### config.mk
export PLATFORM = sky130hd
export DESIGN_NAME = traffic_ctrl_param
export DESIGN_NICKNAME = d
export VERILOG_FILES = /design/src/rtl/traffic_pkg.sv /design/src/rtl/traffic_interval_timer.sv /design/src/rtl/traffic_ctrl_param.sv
export SDC_FILE = /design/constraint.sdc
export NUM_CORES = 1
export LEC_CHECK = 0
export CORE_MARGIN = 2
export CORE_UTILIZATION = 26
export DETAILED_ROUTE_END_ITERATION = 10
export HOLD_SLACK_MARGIN = 0.06
export MAX_ROUTING_LAYER = met4
export PLACE_DENSITY = 0.44
export SYNTH_ARGS = -nofsm -noshare
export SYNTH_HDL_FRONTEND = slang
export SYNTH_HIERARCHICAL = 1
export SYNTH_SLANG_ARGS = --single-unit
### constraint.sdc
create_clock -name clk -period 2.6 [get_ports clk]
set_input_delay 0.78 -clock clk [delete_from_list [all_inputs] [get_ports clk]]
set_output_delay 0.78 -clock clk [all_outputs]
set_load 0.005 [all_outputs]
### src/rtl/traffic_pkg.sv
// Shared types and constants for the parametrised traffic controller.
// Lamp vectors are ordered {Rm, Ym, Gm, Rs, Ys, Gs, W}.
package traffic_pkg;

    typedef enum logic [2:0] {
        GM_BASE = 3'd0,
        GM_2    = 3'd1,
        MY      = 3'd2,
        WALK    = 3'd3,
        SG      = 3'd4,
        SG_EXT  = 3'd5,
        SY      = 3'd6
    } state_t;

    localparam logic [1:0] SEL_BASE = 2'b00;
    localparam logic [1:0] SEL_EXT  = 2'b01;
    localparam logic [1:0] SEL_YEL  = 2'b10;
    localparam logic [1:0] SEL_WALK = 2'b11;

    localparam logic [6:0] LAMP_GM   = 7'b0011000;
    localparam logic [6:0] LAMP_MY   = 7'b0101000;
    localparam logic [6:0] LAMP_WALK = 7'b1001001;
    localparam logic [6:0] LAMP_SG   = 7'b1000010;
    localparam logic [6:0] LAMP_SY   = 7'b1000100;

endpackage

### src/rtl/traffic_interval_timer.sv
// Seconds prescaler plus down-counter; expired marks the last cycle
// of an N-second interval counted from the most recent load.
module traffic_interval_timer #(
    parameter int TIME_W   = 4,
    parameter int TICK_DIV = 50
) (
    input  logic              clk,
    input  logic              load,
    input  logic [TIME_W-1:0] n,
    output logic              expired
);

    localparam int CW = (TICK_DIV > 1) ? $clog2(TICK_DIV) : 1;
    localparam logic [CW-1:0] TICK_LAST = CW'(TICK_DIV - 1);

    logic [CW-1:0]     tick_q, tick_d;
    logic [TIME_W-1:0] sec_q, sec_d;
    logic              tick_wrap;

    assign tick_wrap = (tick_q == TICK_LAST);
    assign expired   = tick_wrap && (sec_q == TIME_W'(1));

    // Load restarts the interval; otherwise prescale and count seconds down
    always_comb begin
        tick_d = tick_q;
        sec_d  = sec_q;
        if (load) begin
            tick_d = '0;
            sec_d  = n;
        end else if (tick_wrap) begin
            tick_d = '0;
            sec_d  = sec_q - TIME_W'(1);
        end else begin
            tick_d = tick_q + CW'(1);
        end
    end

    // Counter registers; the owner always loads on reset and on expiry
    always_ff @(posedge clk) begin
        tick_q <= tick_d;
        sec_q  <= sec_d;
    end

endmodule

### src/rtl/traffic_ctrl_param.sv
// Intersection controller with programmable intervals, walk phase
// and one side-green extension per sequence.
module traffic_ctrl_param
    import traffic_pkg::*;
#(
    parameter int TIME_W   = 4,
    parameter int TICK_DIV = 50,
    parameter int DEF_BASE = 6,
    parameter int DEF_EXT  = 3,
    parameter int DEF_YEL  = 2,
    parameter int DEF_WALK = 3
) (
    input  logic              clk,
    input  logic              reset,
    input  logic              sensor,
    input  logic              walk_request,
    input  logic              reprogram,
    input  logic [1:0]        time_param_selector,
    input  logic [TIME_W-1:0] time_value,
    output logic              Rm,
    output logic              Ym,
    output logic              Gm,
    output logic              Rs,
    output logic              Ys,
    output logic              Gs,
    output logic              W,
    output logic              expired
);

    state_t            state_q, state_d;
    logic              walk_q, walk_d;
    logic [TIME_W-1:0] t_base_q, t_base_d;
    logic [TIME_W-1:0] t_ext_q, t_ext_d;
    logic [TIME_W-1:0] t_yel_q, t_yel_d;
    logic [TIME_W-1:0] t_walk_q, t_walk_d;
    logic [TIME_W-1:0] val_c;
    logic [TIME_W-1:0] tmr_n;
    logic              tmr_load;
    logic              tmr_exp;
    logic              go_walk;
    logic [6:0]        lamps;

    assign val_c   = (time_value == '0) ? TIME_W'(1) : time_value;
    assign go_walk = walk_q | walk_request;
    assign expired = tmr_exp;

    traffic_interval_timer #(
        .TIME_W  (TIME_W),
        .TICK_DIV(TICK_DIV)
    ) u_timer (
        .clk    (clk),
        .load   (tmr_load),
        .n      (tmr_n),
        .expired(tmr_exp)
    );

    // Reprogramming writes one clamped interval register
    always_comb begin
        t_base_d = t_base_q;
        t_ext_d  = t_ext_q;
        t_yel_d  = t_yel_q;
        t_walk_d = t_walk_q;
        if (reprogram) begin
            case (time_param_selector)
                SEL_BASE: t_base_d = val_c;
                SEL_EXT:  t_ext_d  = val_c;
                SEL_YEL:  t_yel_d  = val_c;
                SEL_WALK: t_walk_d = val_c;
                default:  t_base_d = val_c;
            endcase
        end
    end

    // Interval registers, restored to defaults by reset
    always_ff @(posedge clk) begin
        if (reset) begin
            t_base_q <= TIME_W'(DEF_BASE);
            t_ext_q  <= TIME_W'(DEF_EXT);
            t_yel_q  <= TIME_W'(DEF_YEL);
            t_walk_q <= TIME_W'(DEF_WALK);
        end else begin
            t_base_q <= t_base_d;
            t_ext_q  <= t_ext_d;
            t_yel_q  <= t_yel_d;
            t_walk_q <= t_walk_d;
        end
    end

    // State and walk latch registers
    always_ff @(posedge clk) begin
        if (reset) begin
            state_q <= GM_BASE;
            walk_q  <= 1'b0;
        end else begin
            state_q <= state_d;
            walk_q  <= walk_d;
        end
    end

    // Next state, walk latch and timer reload with the entered interval
    always_comb begin
        state_d  = state_q;
        walk_d   = go_walk;
        tmr_load = 1'b0;
        tmr_n    = t_base_q;
        if (reset) begin
            state_d  = GM_BASE;
            walk_d   = 1'b0;
            tmr_load = 1'b1;
            tmr_n    = TIME_W'(DEF_BASE);
        end else if (reprogram) begin
            state_d  = GM_BASE;
            walk_d   = 1'b0;
            tmr_load = 1'b1;
            tmr_n    = t_base_d;
        end else begin
            tmr_load = tmr_exp;
            case (state_q)
                GM_BASE: begin
                    state_d = GM_2;
                    tmr_n   = sensor ? t_ext_q : t_base_q;
                end
                GM_2: begin
                    state_d = MY;
                    tmr_n   = t_yel_q;
                end
                MY: begin
                    if (go_walk) begin
                        state_d = WALK;
                        tmr_n   = t_walk_q;
                        walk_d  = !tmr_exp;
                    end else begin
                        state_d = SG;
                    end
                end
                WALK: state_d = SG;
                SG: begin
                    state_d = sensor ? SG_EXT : SY;
                    tmr_n   = sensor ? t_ext_q : t_yel_q;
                end
                SG_EXT: begin
                    state_d = SY;
                    tmr_n   = t_yel_q;
                end
                SY: state_d = GM_BASE;
                default: begin
                    state_d  = GM_BASE;
                    tmr_load = 1'b1;
                end
            endcase
            if (!tmr_exp && state_d != GM_BASE) begin
                state_d = state_q;
            end
            if (!tmr_exp && state_q == SY) begin
                state_d = SY;
            end
        end
    end

    // Moore lamp decode of the registered state
    always_comb begin
        case (state_q)
            GM_BASE, GM_2: lamps = LAMP_GM;
            MY:            lamps = LAMP_MY;
            WALK:          lamps = LAMP_WALK;
            SG, SG_EXT:    lamps = LAMP_SG;
            SY:            lamps = LAMP_SY;
            default:       lamps = LAMP_GM;
        endcase
    end

    assign {Rm, Ym, Gm, Rs, Ys, Gs, W} = lamps;

endmodule
======== After elaboration in Yosys (flattened, before gate mapping) ========
Index checks and enable logic that the tools add are counted.
storage, ports and cells
  flip-flop bits (word level) ............. 30
  input port bits ......................... 11
  output and inout bits ................... 8
  logic and storage cells ................. 66
operators by class
  $add $sub $neg .......................... 2
  eq/ne operators ......................... 12
  muxes and demuxes ....................... 24
  bitwise operators ....................... 1
  reduce and logical (&&, ||, !) cells .... 18
operator list
  cell                                                                 number
  4-bit two-way mux                                                    10
  7-bit one-hot mux with 4 select lines                                1
  3-bit one-hot mux with 6 select lines                                1
  4-bit one-hot mux with 4 select lines                                1
  3-bit two-way mux                                                    5
  3-bit == test (second input constant)                                3
  2-bit OR reduction                                                   4
  7-bit OR reduction                                                   1
  6-bit by 1-bit adder with 6-bit output (second input constant)       1
  3-bit by 2-bit == test with 1-bit output (second input constant)     2
  6-bit == test (second input constant)                                1
  2-bit AND reduction                                                  3
  1-bit two-way mux                                                    5
  2-bit == test (second input constant)                                2
  4-bit by 1-bit == test with 1-bit output (second input constant)     1
  4-bit logical NOT                                                    1
  4-bit by 1-bit subtractor with 4-bit output (second input constant)  1
  3-bit by 1-bit == test with 1-bit output (second input constant)     1
  1-bit logical AND                                                    3
  3-bit logical NOT                                                    1
  3-bit nonzero test                                                   1
  3-bit OR reduction                                                   1
  2-bit by 1-bit == test with 1-bit output (second input constant)     1
  2-bit logical NOT                                                    1
  5 further kinds                                                      5

======== Longest topological paths before layout ========
  depth in word-level cells ............... 9
  mapped depth ............................ 9
  mapped depth without buffers ............ 8

======== Cells and area by module ========
Netlist, hierarchy kept.
modules (own cells, without submodules)
  module                  times used  cells an instance  area each (um^2)  seq. area each (um^2)
  traffic_ctrl_param      1           137                1119.8            400.4
  traffic_interval_timer  1           45                 483.0             240.2

======== Worst setup path after synthesis ========
Ideal clock, no wire load.
  path type ............................... in2reg
  start ................................... input reprogram
  end ..................................... register u_timer.sec_q[0] (enable)
  setup time .............................. 0.282 ns
  data arrival time ....................... 1.960 ns
  required time ........................... 2.318 ns
  slack ................................... 0.359 ns
  stages .................................. 5
  path buffers ............................ 2
  cells stage by stage .................... buf_6 -> or2_2 -> clkbuf_1 -> a311o_1 -> o21bai_2
on the way
  word-level cells in the longest chain between the ends .. 3
ends and longest elaborated chain
  item                          line                          source
  from (decl)                   traffic_ctrl_param.sv:17      input logic reprogram,
  1-bit two-way mux             traffic_ctrl_param.sv:111     end else if (reprogram) begin
  1-bit two-way mux             traffic_ctrl_param.sv:106     if (reset) begin
  via tmr_load                  traffic_ctrl_param.sv:38      logic tmr_load;
  2-bit nonzero test (no line)  -
  to (signal assigned)          traffic_interval_timer.sv:41  sec_q <= sec_d;
  to (decl)                     traffic_interval_timer.sv:17  logic [TIME_W-1:0] sec_q, sec_d;
The timed path passes the listed nets, and every way through them passes these cells.
A chain may end at the register's enable or synchronous reset.

======== Worst setup path in the final report ========
  start ................................... register state_q[1]
  end ..................................... output Ys
on the way
  word-level cells in the longest chain between the ends .. 3
  elaborated cells on any way between the ends .. 7
  those cells by class .................... eq/ne (5); mux (1); reduce/logical (1)
ends and longest elaborated chain
  item                                       line                       source
  from (decl)                                traffic_ctrl_param.sv:30   state_t state_q, state_d;
  from (signal assigned)                     traffic_ctrl_param.sv:95   state_q <= state_d;
  3-bit == test                              traffic_ctrl_param.sv:162  case (state_q)
  2-bit OR reduction                         traffic_ctrl_param.sv:162
  7-bit one-hot mux with 4 select lines (*)  traffic_ctrl_param.sv:162
  to (decl)                                  traffic_ctrl_param.sv:24   output logic Ys,
Mark *: on every way between the ends. The rest lies on a longest branch, timed or not.

==> impl_metrics.yaml <==
synth:
  synth_edf_count: 4
  synth.avg_cell_area_um2: 8.81
  syn_area_mm2: 0.00160
  synth_commonest_cells: "29 x nor2_1, 26 x dfxtp_1, 11 x nand2_1"
  yosysWarnings: 6
  yosys-top-cells-area: "dfxtp_1 32%, edfxtp_1 7.5%, nor2_1 6.8%, mux2i_1 5.6%, a211o_1 3.8%"
  ys_ff_latch: 30
  synth-seq-area-share_pct: 40.0
  syn_nets: 197
  synth_top_area_share_pct: 32.5
  synth_top_cell_by_area: "dfxtp_1"
  synth_cell_types: 48
  synthCells: 182
  ys_async_sr_fraction_pct: 0
  synth_ff_type: "dfxtp_1"
  synth.most_common_cell: "nor2_1"
critical_path:
  criticalPathCategory: "reg -> out"
  crit_path_end_kind: "output pin"
  crit_arrival_ps: 1650
  crit_start: "state_q[1]$_SDFFE_PP0P_"
  reg2reg_from: "u_timer/tick_q[1]$_SDFF_PP0_"
  worstSetupStartpointType: "register"
  cp_max_fo: 12
  required_ps: 1820
route:
  drtPass1Iterations: 4
  viasPerCell: 4.77
  vias: 1399
  drt_wl_total_um: 3990
  drc_errors: 0
  wl_per_cell_um: 13.6
  postRouteAntennaNets: 0
  drtIter0Drc: 44
timing:
  fin_skew_ps: 6.59
  finalSetupTns_ps: 0
  finalCriticalPeriod_ps: 2430
  slew_viol_final: 0
  finalCritPeriodShare_pct: 93.4
  setup_ws_ps: 171
  hold_ws_ps: 476
  worst_pin_slew_ps: 478
  rsz0062_at_grt: "no"
  setup_viol: 0
  fmax_mhz: 412
  relSlewSlack_pct: 68.1
  hold_viol: 0
power:
  total_power_mw: 1.11
  ir_worst_vdd_uv: 227
  power_density_mw_per_mm2: 527
  total_leakage_power_nw: 0.833
place:
  post_dp_cell_area_mm2: 0.00196
  dp.cells: 283
  hpwl_um: 2970
  gp_congestion: 0.745
  dp_slack_ps: 14.8
  port-buffer-count: 18
grt:
  grt_max_degree: 20
  antenna_found_initial: 0
  grt_pass1_vias: 1398
  grt_pass1_wl_um: 6820
  grt-ovfl-total: 0
  track_usage_pct: 13.6
die:
  num_io_pins: 19
  die_w_um: 82.5
  rows: 28
  fp.coreArea_mm2: 0.00596
  initial_core_util_pct: 26.9
  die_h_um: 82.5
  dieArea_mm2: 0.00681
clocking:
  clock-sinks: 30
  cts.path.max_buffers: 2
  cts_buffers: 5
  cts_tree: "yes"
  ctsHoldBuffers: 0
  clock_latency_ps: 280
  htreeDepth: 2
  cts_root_buffer: "clkbuf_8"
  cts.clk_slew.worst_paths_ps: 70
cells_and_area:
  final_cells: 293
  synthToLayoutAreaGrowth_pct: 31.2
  fin_area_mm2: 0.00210
  final_nets: 232
  n_antenna_cell: 0
  nFillCells: 624
  fin_util_pct: 35.3
  drive_gt1_share_pct: 16.5
outcome:
  status: "complete, no violations"
worst_hold_path:
  hold_class: "reg -> reg"
  hp-start: "t_walk_q[0]$_SDFFE_PP1P_"
job:
  drv_cap: 0
-- path summary, 6_finish.rpt --
check	endpoint	slack, ps	cells past startpoint
worst max-delay path	Ys	170	3
worst min-delay path	t_walk_q[0]$_SDFFE_PP1P_	480	1
worst max register to register	u_timer/sec_q[2]$_DFFE_PP_	460	8
worst min register to register	t_walk_q[0]$_SDFFE_PP1P_	480	1
-- state kept, by name (all words and copies together) (netlist names) --
signal,count
u_timer/tick_q,6
t_base_q,4
t_ext_q,4
t_walk_q,4
t_yel_q,4
u_timer/sec_q,4
state_q,3
walk_q,1
-- kinds of logic (layout without fill, tap and decap cells) --
logic type	after synthesis	in the layout	synth area share [%]
compound gates	49	49	22.0
buf+inv	15	51	4.14
flops	30	30	40.0
fa+ha+maj	4	4	3.12
mux	10	10	6.32
simple gates	68	68	21.2
xor+xnor	6	6	3.28
-- layout by cell type (no fill, tap or decap), types with 5 or more instances in the layout --
cell             instances
a211o_1                  7
a21oi_1                  6
buf_4                   19
clkbuf_8                 5
clkdlybuf4s50_1         17
dfxtp_1                 26
inv_1                    6
mux2i_1                  9
nand2_1                 11
nor2_1                  29
nor2b_1                  5
o21ai_0                  9
-- power by group --
part | internal, mW | switching (mW)
Sequential | 0.492 | 0.0161
Combinational | 0.0680 | 0.0640
Clock | 0.286 | 0.182
Total | 0.846 | 0.262
-- layout make-up --
type	count	area (um2)	area share [%]
clock inverters	2	37.5	1.78
multi-input cells	137	911	43.3
flip-flops and latches	30	641	30.5
well taps	75	93.8	4.46
repair buffers	37	325	15.5
inverters	6	22.5	1.07
clock buffers	6	72.6	3.45
-- critical path, stage by stage, from the launching register on --
cell,delay (ps)
dfxtp_1,480
buf_4,240
and3_1,160
clkdlybuf4s50_1,490
-- routing by layer --
layer	share of wire, %	GRT usage [%]	vias to the layer above
li1	-	-	726
met1	51	18.0	651
met2	45	20.3	18
met3	3.1	3.37	4
met4	1.1	4.92	0
met5	0	-	-
-- repair_timing --
item	in CTS	in global routing
gates cloned	0	0
setup endpoints to repair	1	1
resized for setup	2	1
buffers inserted	0	2
pin swaps	1	1
No activity file was read; power rests on OpenSTA's default activity.
